==> src/rtl/load_store_unit_pkg.sv <==
// load_store_unit_pkg: shared funct3 codes, ram write strobe encodings and address width.
package load_store_unit_pkg;
  localparam int DEF_RAM_ADDR_BITS = 11;
  localparam logic [2:0] F3_B  = 3'b000;
  localparam logic [2:0] F3_H  = 3'b001;
  localparam logic [2:0] F3_W  = 3'b010;
  localparam logic [2:0] F3_BU = 3'b100;
  localparam logic [2:0] F3_HU = 3'b101;
  localparam logic [2:0] WE_WORD = 3'b001;
  localparam logic [2:0] WE_HALF = 3'b010;
  localparam logic [2:0] WE_BYTE = 3'b100;
  function automatic logic [2:0] we_onehot(input logic [1:0] size);
    return size == 2'b00 ? WE_BYTE : size == 2'b01 ? WE_HALF : WE_WORD;
  endfunction
endpackage

==> src/rtl/load_store_unit_extend.sv <==
// load_extend: sign/zero-extends the ram's low byte/half into a 32-bit load result.
//   funct3 in 3, rdata in 32 (selected byte/half in low bits), result out 32.
module load_extend
  import load_store_unit_pkg::*;
(
  input  logic [2:0]  funct3,
  input  logic [31:0] rdata,
  output logic [31:0] result
);
  logic [7:0]  w_b;
  logic [15:0] w_h;
  assign w_b = rdata[7:0];
  assign w_h = rdata[15:0];
  always_comb begin
    result = funct3 == F3_B  ? {{24{w_b[7]}}, w_b} :
             funct3 == F3_BU ? {24'b0, w_b} :
             funct3 == F3_H  ? {{16{w_h[15]}}, w_h} :
             funct3 == F3_HU ? {16'b0, w_h} : rdata;
  end
endmodule

==> src/rtl/load_store_unit.sv <==
// load_store_unit: turns load/store requests into ram strobes, absorbs ram read latency, returns one response per request.
//   req_valid/req_ready/req_store/req_funct3/req_addr/req_wdata : request handshake from execute stage
//   resp_valid/resp_ready/resp_rdata/resp_err                   : response handshake (held until taken)
//   mem_addr/mem_wdata/mem_we/mem_rdata                          : ram port (1-cycle registered read)
module load_store_unit
  import load_store_unit_pkg::*;
#(
  parameter int RAM_ADDR_BITS = DEF_RAM_ADDR_BITS
) (
  input  logic        clk,
  input  logic        rst_n,
  input  logic        req_valid,
  output logic        req_ready,
  input  logic        req_store,
  input  logic [2:0]  req_funct3,
  input  logic [31:0] req_addr,
  input  logic [31:0] req_wdata,
  output logic        resp_valid,
  input  logic        resp_ready,
  output logic [31:0] resp_rdata,
  output logic        resp_err,
  output logic [31:0] mem_addr,
  output logic [31:0] mem_wdata,
  output logic [2:0]  mem_we,
  input  logic [31:0] mem_rdata
);
  typedef enum logic [1:0] {IDLE, READ, RESP} state_t;
  state_t      r_state, w_next;
  logic [31:0] r_addr, r_rdata;
  logic [2:0]  r_funct3;
  logic        r_err;
  logic        w_accept, w_bad_f3, w_misal, w_range, w_err;
  logic [31:0] w_ext;
  load_extend u_ext (.funct3(r_funct3), .rdata(mem_rdata), .result(w_ext));
  assign req_ready  = r_state == IDLE;
  assign w_accept   = req_valid && req_ready;
  assign w_bad_f3   = !(req_funct3 inside {F3_B, F3_H, F3_W, F3_BU, F3_HU}) || (req_store && req_funct3[2]);
  assign w_misal    = (req_funct3[1:0] == 2'b01 && req_addr[0]) || (req_funct3[1:0] == 2'b10 && req_addr[1:0] != 2'b00);
  assign w_range    = |req_addr[31:RAM_ADDR_BITS];
  assign w_err      = w_bad_f3 || w_misal || w_range;
  // Strobes are forced low during reset so the ram sees no access while rst_n is held.
  assign mem_addr   = !rst_n ? 32'b0 : r_state == IDLE ? req_addr : r_addr;
  assign mem_we     = rst_n && w_accept && req_store && !w_err ? we_onehot(req_funct3[1:0]) : 3'b0;
  assign mem_wdata  = req_wdata;
  assign resp_valid = r_state == RESP;
  assign resp_rdata = r_rdata;
  assign resp_err   = r_err;
  always_comb begin
    w_next = r_state;
    case (r_state)
      IDLE:    w_next = !w_accept ? IDLE : (req_store || w_err) ? RESP : READ;
      READ:    w_next = RESP;
      RESP:    w_next = resp_ready ? IDLE : RESP;
      default: w_next = IDLE;
    endcase
  end
  always_ff @(posedge clk or negedge rst_n) begin
    if (!rst_n) begin
      r_state  <= IDLE;
      r_addr   <= '0;
      r_funct3 <= '0;
      r_rdata  <= '0;
      r_err    <= 1'b0;
    end else begin
      r_state <= w_next;
      if (w_accept) begin
        r_addr   <= req_addr;
        r_funct3 <= req_funct3;
        r_err    <= w_err;
        r_rdata  <= '0;
      end
      if (r_state == READ) r_rdata <= w_ext;
    end
  end
endmodule

==> config.mk <==
export PLATFORM = sky130hd
export DESIGN_NAME = load_store_unit
export DESIGN_NICKNAME = d
export VERILOG_FILES = /design/src/rtl/load_store_unit_pkg.sv /design/src/rtl/load_store_unit_extend.sv /design/src/rtl/load_store_unit.sv
export SDC_FILE = /design/constraint.sdc
export NUM_CORES = 1
export LEC_CHECK = 0
export CAP_MARGIN = 20
export CELL_PAD_IN_SITES_DETAIL_PLACEMENT = 1
export CELL_PAD_IN_SITES_GLOBAL_PLACEMENT = 1
export CORE_ASPECT_RATIO = 0.8
export CORE_MARGIN = 3
export CORE_UTILIZATION = 28
export CTS_CLUSTER_DIAMETER = 80
export CTS_CLUSTER_SIZE = 25
export DETAILED_ROUTE_END_ITERATION = 10
export PLACE_DENSITY = 0.84
export SLEW_MARGIN = 20
export SYNTH_ARGS = -nofsm -noshare
export SYNTH_HDL_FRONTEND = slang
export SYNTH_HIERARCHICAL = 1
export SYNTH_SLANG_ARGS = --single-unit
==> constraint.sdc <==
create_clock -name clk -period 1.9 [get_ports clk]
set_input_delay 0.285 -clock clk [delete_from_list [all_inputs] [get_ports clk]]
set_output_delay 0.285 -clock clk [all_outputs]
set_load 0.03 [all_outputs]
After elaboration in Yosys (flattened, before gate mapping)

Cells that the tools add are included.

Flip-flop bits (word level): 70
Bits of input ports: 104
Logic and storage cells: 53

Eq/ne operators: 11
Mux-type cells: 15
Reductions and logical operators: 22

Operators by type and width:

| cell                                                                  | count |
|---|---|
| 32-bit two-way mux                                                    | 8 |
| 21-bit OR reduction                                                   | 1 |
| 3-bit equality test, second input constant                            | 4 |
| 2-bit two-way mux                                                     | 4 |
| 1-bit logical AND                                                     | 7 |
| 3-bit by 1-bit equality test with 1-bit output, second input constant | 2 |
| 3-bit logical NOT                                                     | 2 |
| 3-bit two-way mux                                                     | 2 |
| 2-bit one-hot mux with 3 select lines                                 | 1 |
| 1-bit logical OR                                                      | 5 |
| 5-bit nonzero test                                                    | 1 |
| 2-bit by 1-bit equality test with 1-bit output, second input constant | 2 |
| 2-bit equality test, second input constant                            | 2 |
| 2-bit logical NOT                                                     | 2 |
| 2-bit nonzero test                                                    | 2 |
| 3-bit by 2-bit equality test with 1-bit output, second input constant | 1 |
| 1-bit logical NOT                                                     | 2 |

Depth between registers and ports, before layout

Word-level depth: 10
Mapped depth: 7

Modules after synthesis

The synthesis kept the hierarchy.

Modules (own cells, without submodules):

| module          | times used | cells each | area an instance (µm²) | sequential area each (µm²) |
|---|---|---|---|---|
| load_store_unit | 1          | 381        | 3564.7                 | 1751.7 |
| load_extend     | 1          | 67         | 364.1                  | 0.0 |

Worst setup path after synthesis

No wires, ideal clock.

Path kind: reg2out
Start: register r_state[0]
End: output mem_addr[23]
Data arrival time: 1.692 ns
Slack: -0.077 ns
Cell stages (with the launch flop): 7
Cells stage by stage: dfrtp_1 -> or2_1 -> clkbuf_1 -> inv_2 -> buf_2 -> nand2_1 -> a21boi_1

Word-level cells in the longest chain between the ends: 3

RTL lines:

| element                         | line                  | RTL |
|---|---|---|
| start, declared                 | load_store_unit.sv:28 | `state_t r_state, w_next;` |
| start signal, assigned          | load_store_unit.sv:65 | `r_state <= w_next;` |
| 2-bit logical NOT               | -                     |  |
| via req_ready                   | load_store_unit.sv:13 | `output logic req_ready,` |
| 32-bit two-way mux (2 in a row) | load_store_unit.sv:42 | `assign mem_addr = !rst_n ? 32'b0 : r_state == IDLE ? req_addr : r_addr;` |
| end, declared                   | load_store_unit.sv:22 | `output logic [31:0] mem_addr,` |

The timed path passes the listed nets, and every way through them passes these cells.

Final worst setup path

Start: input req_addr[15]
End: output mem_we[2]

Word-level cells in the longest chain between the ends: 5

RTL lines:

| element             | line                  | RTL |
|---|---|---|
| start, declared     | load_store_unit.sv:16 | `input logic [31:0] req_addr,` |
| 21-bit OR reduction | load_store_unit.sv:39 | `assign w_range = \|req_addr[31:RAM_ADDR_BITS];` |
| 1-bit logical OR    | load_store_unit.sv:40 | `assign w_err = w_bad_f3 \|\| w_misal \|\| w_range;` |
| 1-bit logical NOT   | load_store_unit.sv:43 | `assign mem_we = rst_n && w_accept && req_store && !w_err ? we_onehot(req_funct3[1:0]) : 3'b0;` |
| 1-bit logical AND   | load_store_unit.sv:43 |  |
| 3-bit two-way mux   | load_store_unit.sv:43 |  |
| end, declared       | load_store_unit.sv:24 | `output logic [2:0] mem_we,` |

Every way passes these cells.

==> summary.md <==
| Metric | Value |
|---|---|
| Status | complete, but fails checks |
| Failing checks | setup timing |
| P_leak | 2.810 nW |
| Placed insts | 734 |
| Die width | 138.4 um |
| Leading area contributor after synthesis | dfrtp_1 |
| Drt first pass iters | 4 |
| CTS tree | built |
| Worst slew margin | 51.70% |
| Die area | 0.01550 mm2 |
| Gate Count Post-Synth | 448 |
| Yosys warnings | 6 |
| Synthesized cell area | 0.003929 mm2 |
| Worst skew pair latency | 0.34 ns |
| Setup_tns | -3.541 ns |
| Sequential-to-total area share from yosys stat | 44.59% |
| Core ar. | 0.01365 mm2 |
| Hold Crit Class | input port to async pin |
| Die Y | 112.0 um |
| Critical path class | input port to output pin |
| Final Max Tran Viols | 0 |
| Share of the synthesized area in the top cell type | 44.59% |
| Internal power | 3.672 mW |
| Worst VDD drop | 0.0003799 V |
| Iter 0 DRT Violations | 95 |
| Filler Cell Count | 1,515 |
| Final nets | 690 |
| Placement Cell Area | 0.005405 mm2 |
| Combinational power share | 32.2% |
| Final GP Congestion | 0.7606 |
| First-pass GRT wire length | 22.09 mm |
| Tightest hold margin | 0.2472 ns |
| Final WL | 14.98 mm |
| Worst Max-Slew Pin Slew | 0.7221 ns |
| Row count | 38 |
| Final setup fails | 34 |
| Power Density | 848.6 mW/mm2 |
| Post-route worst setup slack | -0.2534 ns |
| Fin. Hold Viols | 0 |
| Initial antenna violation count | 0 |
| Synthesized flop and latch total | 70 |
| Unrepaired setup endpoints after global routing | yes |
| Post-layout instance area | 0.006400 mm2 |
| Syn_nets | 552 |
| Clock slew seen by the registers of the worst setup and hold paths | 0.05 ns |
| Fmax | 464.4 MHz |
| Fin crit period | 2.153 ns |
| CTS Buf Count | 9 |
| Dominant cells by area after synthesis | dfrtp_1, nand2_1, mux2_1 |
| Worst Path Max Fanout | 3 |
| Vias/cell | 4.865 |
| Detailed-route DRC error count | 0 |
| Input/output buffers | 141 |
| Worst reg2reg path depth | 4 |
| Clock share of power | 33.8% |
| Share of cells above drive strength 1 | 30.80% |
| Total global routing overflow | 0 |
| Vias | 3,751 |
| Net Sw Frac | 32.39% |
| Arr. time, crit path | 1.87 ns |
| Max cap viols | 0 |
| GRT Util Overall | 17.66% |
| Post-route insts no fill | 771 |
| Number of global-route vias before repair | 4,148 |
| Post-detail-place hpwl | 9.463 mm |
| Root Buffer Master | clkbuf_16 |
| Ant. Diodes | 0 |
| Sw power | 1.759 mW |
| CTS H-tree depth | 3 |
| Layout Area Growth over Synthesis | 62.90% |
| Count of cell types in the netlist | 31 |
| Ports | 206 |
| Flop pwr share | 34.0% |
| Worst setup EP type | output pin |
| CTS Buffer Depth | 2 |
| CP Data Required Time | 1.62 ns |
| Initial Util | 28.79% |
| Syn Area/Cell | 8.770 um2 |
| Startpoint Class | input port |
| WL/cell | 19.43 um |
| Routed Antenna Nets | 0 |
| Final period util | 113.3% |
| CTS sink cnt | 70 |
| Pin count of the biggest net entering global routing | 36 |
| Clock Skew | 0.01567 ns |
final cells by class:
cell class              instances  area (um2)  area share, %
clock inverters                 5       82.58          1.290
flip-flops and latches         70        1753          27.39
inverters                       1       16.27         0.2542
repair buffers                199        2011          31.42
multi-input cells             305        2069          32.34
well taps                     180       225.2          3.519
clock buffers                  11       242.7          3.793
power by group through the flow:
stage	combinational (mW)	sequential [mW]	clock, mW
2_1_floorplan	0.986	1.78	0
3_3_place_gp	1.34	1.83	0
3_5_place_dp	1.40	1.85	0
4_1_cts	1.47	1.83	1.89
5_1_grt	1.88	1.87	1.97
6_report	1.75	1.85	1.83
state kept, by name, indices dropped and copies added (netlist names):
name / flops
r_addr: 32
resp_rdata: 32
r_funct3: 3
r_state: 2
resp_err: 1
metrics by stage:
stage / total power [mW] / setup WS [ns] / util, %
6_report: 5.431 / -0.2534 / 46.90
5_1_grt: 5.718 / -0.3272 / 46.90
4_1_cts: 5.179 / -0.1914 / 43.41
3_5_place_dp: 3.258 / -0.6165 / 39.61
3_3_place_gp: 3.178 / -0.5587 / 39.61
2_1_floorplan: 2.768 / 0.03071 / -
Yosys cell counts:
library cell and number:
inv_2 1, o21a_1 1, buf_1 2, nor4_2 1
a221oi_1 1, dfrtp_1 70, a21boi_1 32, nand2_1 154
a21oi_1 1, o21ai_0 53, nor2b_1 2, and3b_1 1
o21ai_1 4, buf_6 2, nor3_1 1, mux2_1 35
clkbuf_2 1, nand2b_1 1, nand4_1 1, o41ai_1 1
or4b_4 1, and2_1 1, or2_1 2, buf_4 44
buf_2 6, mux2i_4 1, nor2_1 2, o32a_1 1
nor4_1 6, clkbuf_1 17, nor3b_2 2
kinds of logic (layout without fill, tap and decap cells):
| kind of cell | count (synthesis) | count (layout) | synth area share [%] |
|---|---|---|---|
| mux | 36 | 36 | 10.61 |
| simple gates | 175 | 175 | 18.63 |
| flops | 70 | 70 | 44.59 |
| compound gates | 94 | 94 | 14.39 |
| buf+inv | 73 | 216 | 11.78 |
what timing repair did:
item                                    4_1_cts  5_1_grt
hold buffers                                  4        0
hold endpoints to repair                     29        0
endpoints found under the setup margin       37       35
gates resized for setup                      47      109
setup buffers                                 8        6
pin swaps                                    12       51
cloned                                        0        3
final timing paths:
check	startpoint	endpoint	slack, ns
max in group asynchronous	rst_n	r_state[0]	0.58
hold / removal	rst_n	r_addr[4]	0.25
setup / recovery	req_addr[15]	mem_we[2]	-0.25
setup reg to reg	r_state[0]	r_addr[0]	0.14
min in group clk	req_addr[26]	r_addr[26]	0.26
hold reg to reg	r_addr[4]	r_addr[4]	0.49
layer usage:
metal,share of wire (%),GRT usage [%],wire [um]
met1,41,20.42,6126
met5,0,0,0
met2,52,32.09,7793
met3,5.5,5.324,818
met4,1.6,4.345,238
cells in the final DEF, fill, tap and decap left out, drive strengths merged, types with 2 or more instances in the layout:
| cell | count |
|---|---|
| clkdlybuf4s50 | 78 |
| dfrtp | 70 |
| bufinv | 2 |
| or2 | 2 |
| nor3b | 2 |
| dlygate4sd3 | 4 |
| dlygate4sd2 | 17 |
| nor4 | 7 |
| dlymetal6s2s | 3 |
| nor2b | 2 |
| a21boi | 32 |
| clkdlybuf4s15 | 3 |
| nand2 | 154 |
| buf | 88 |
| mux2 | 35 |
| o21ai | 57 |
| clkinv | 4 |
| nor2 | 2 |
| clkbuf | 17 |
critical path, stage by stage:
cell	delay, ns
dlygate4sd2_1	0.25
nor4_1	0.36
nand2_2	0.14
nor4_4	0.39
nor3b_4	0.30
buf_12	0.15
Power figures use the tool's default switching activity.
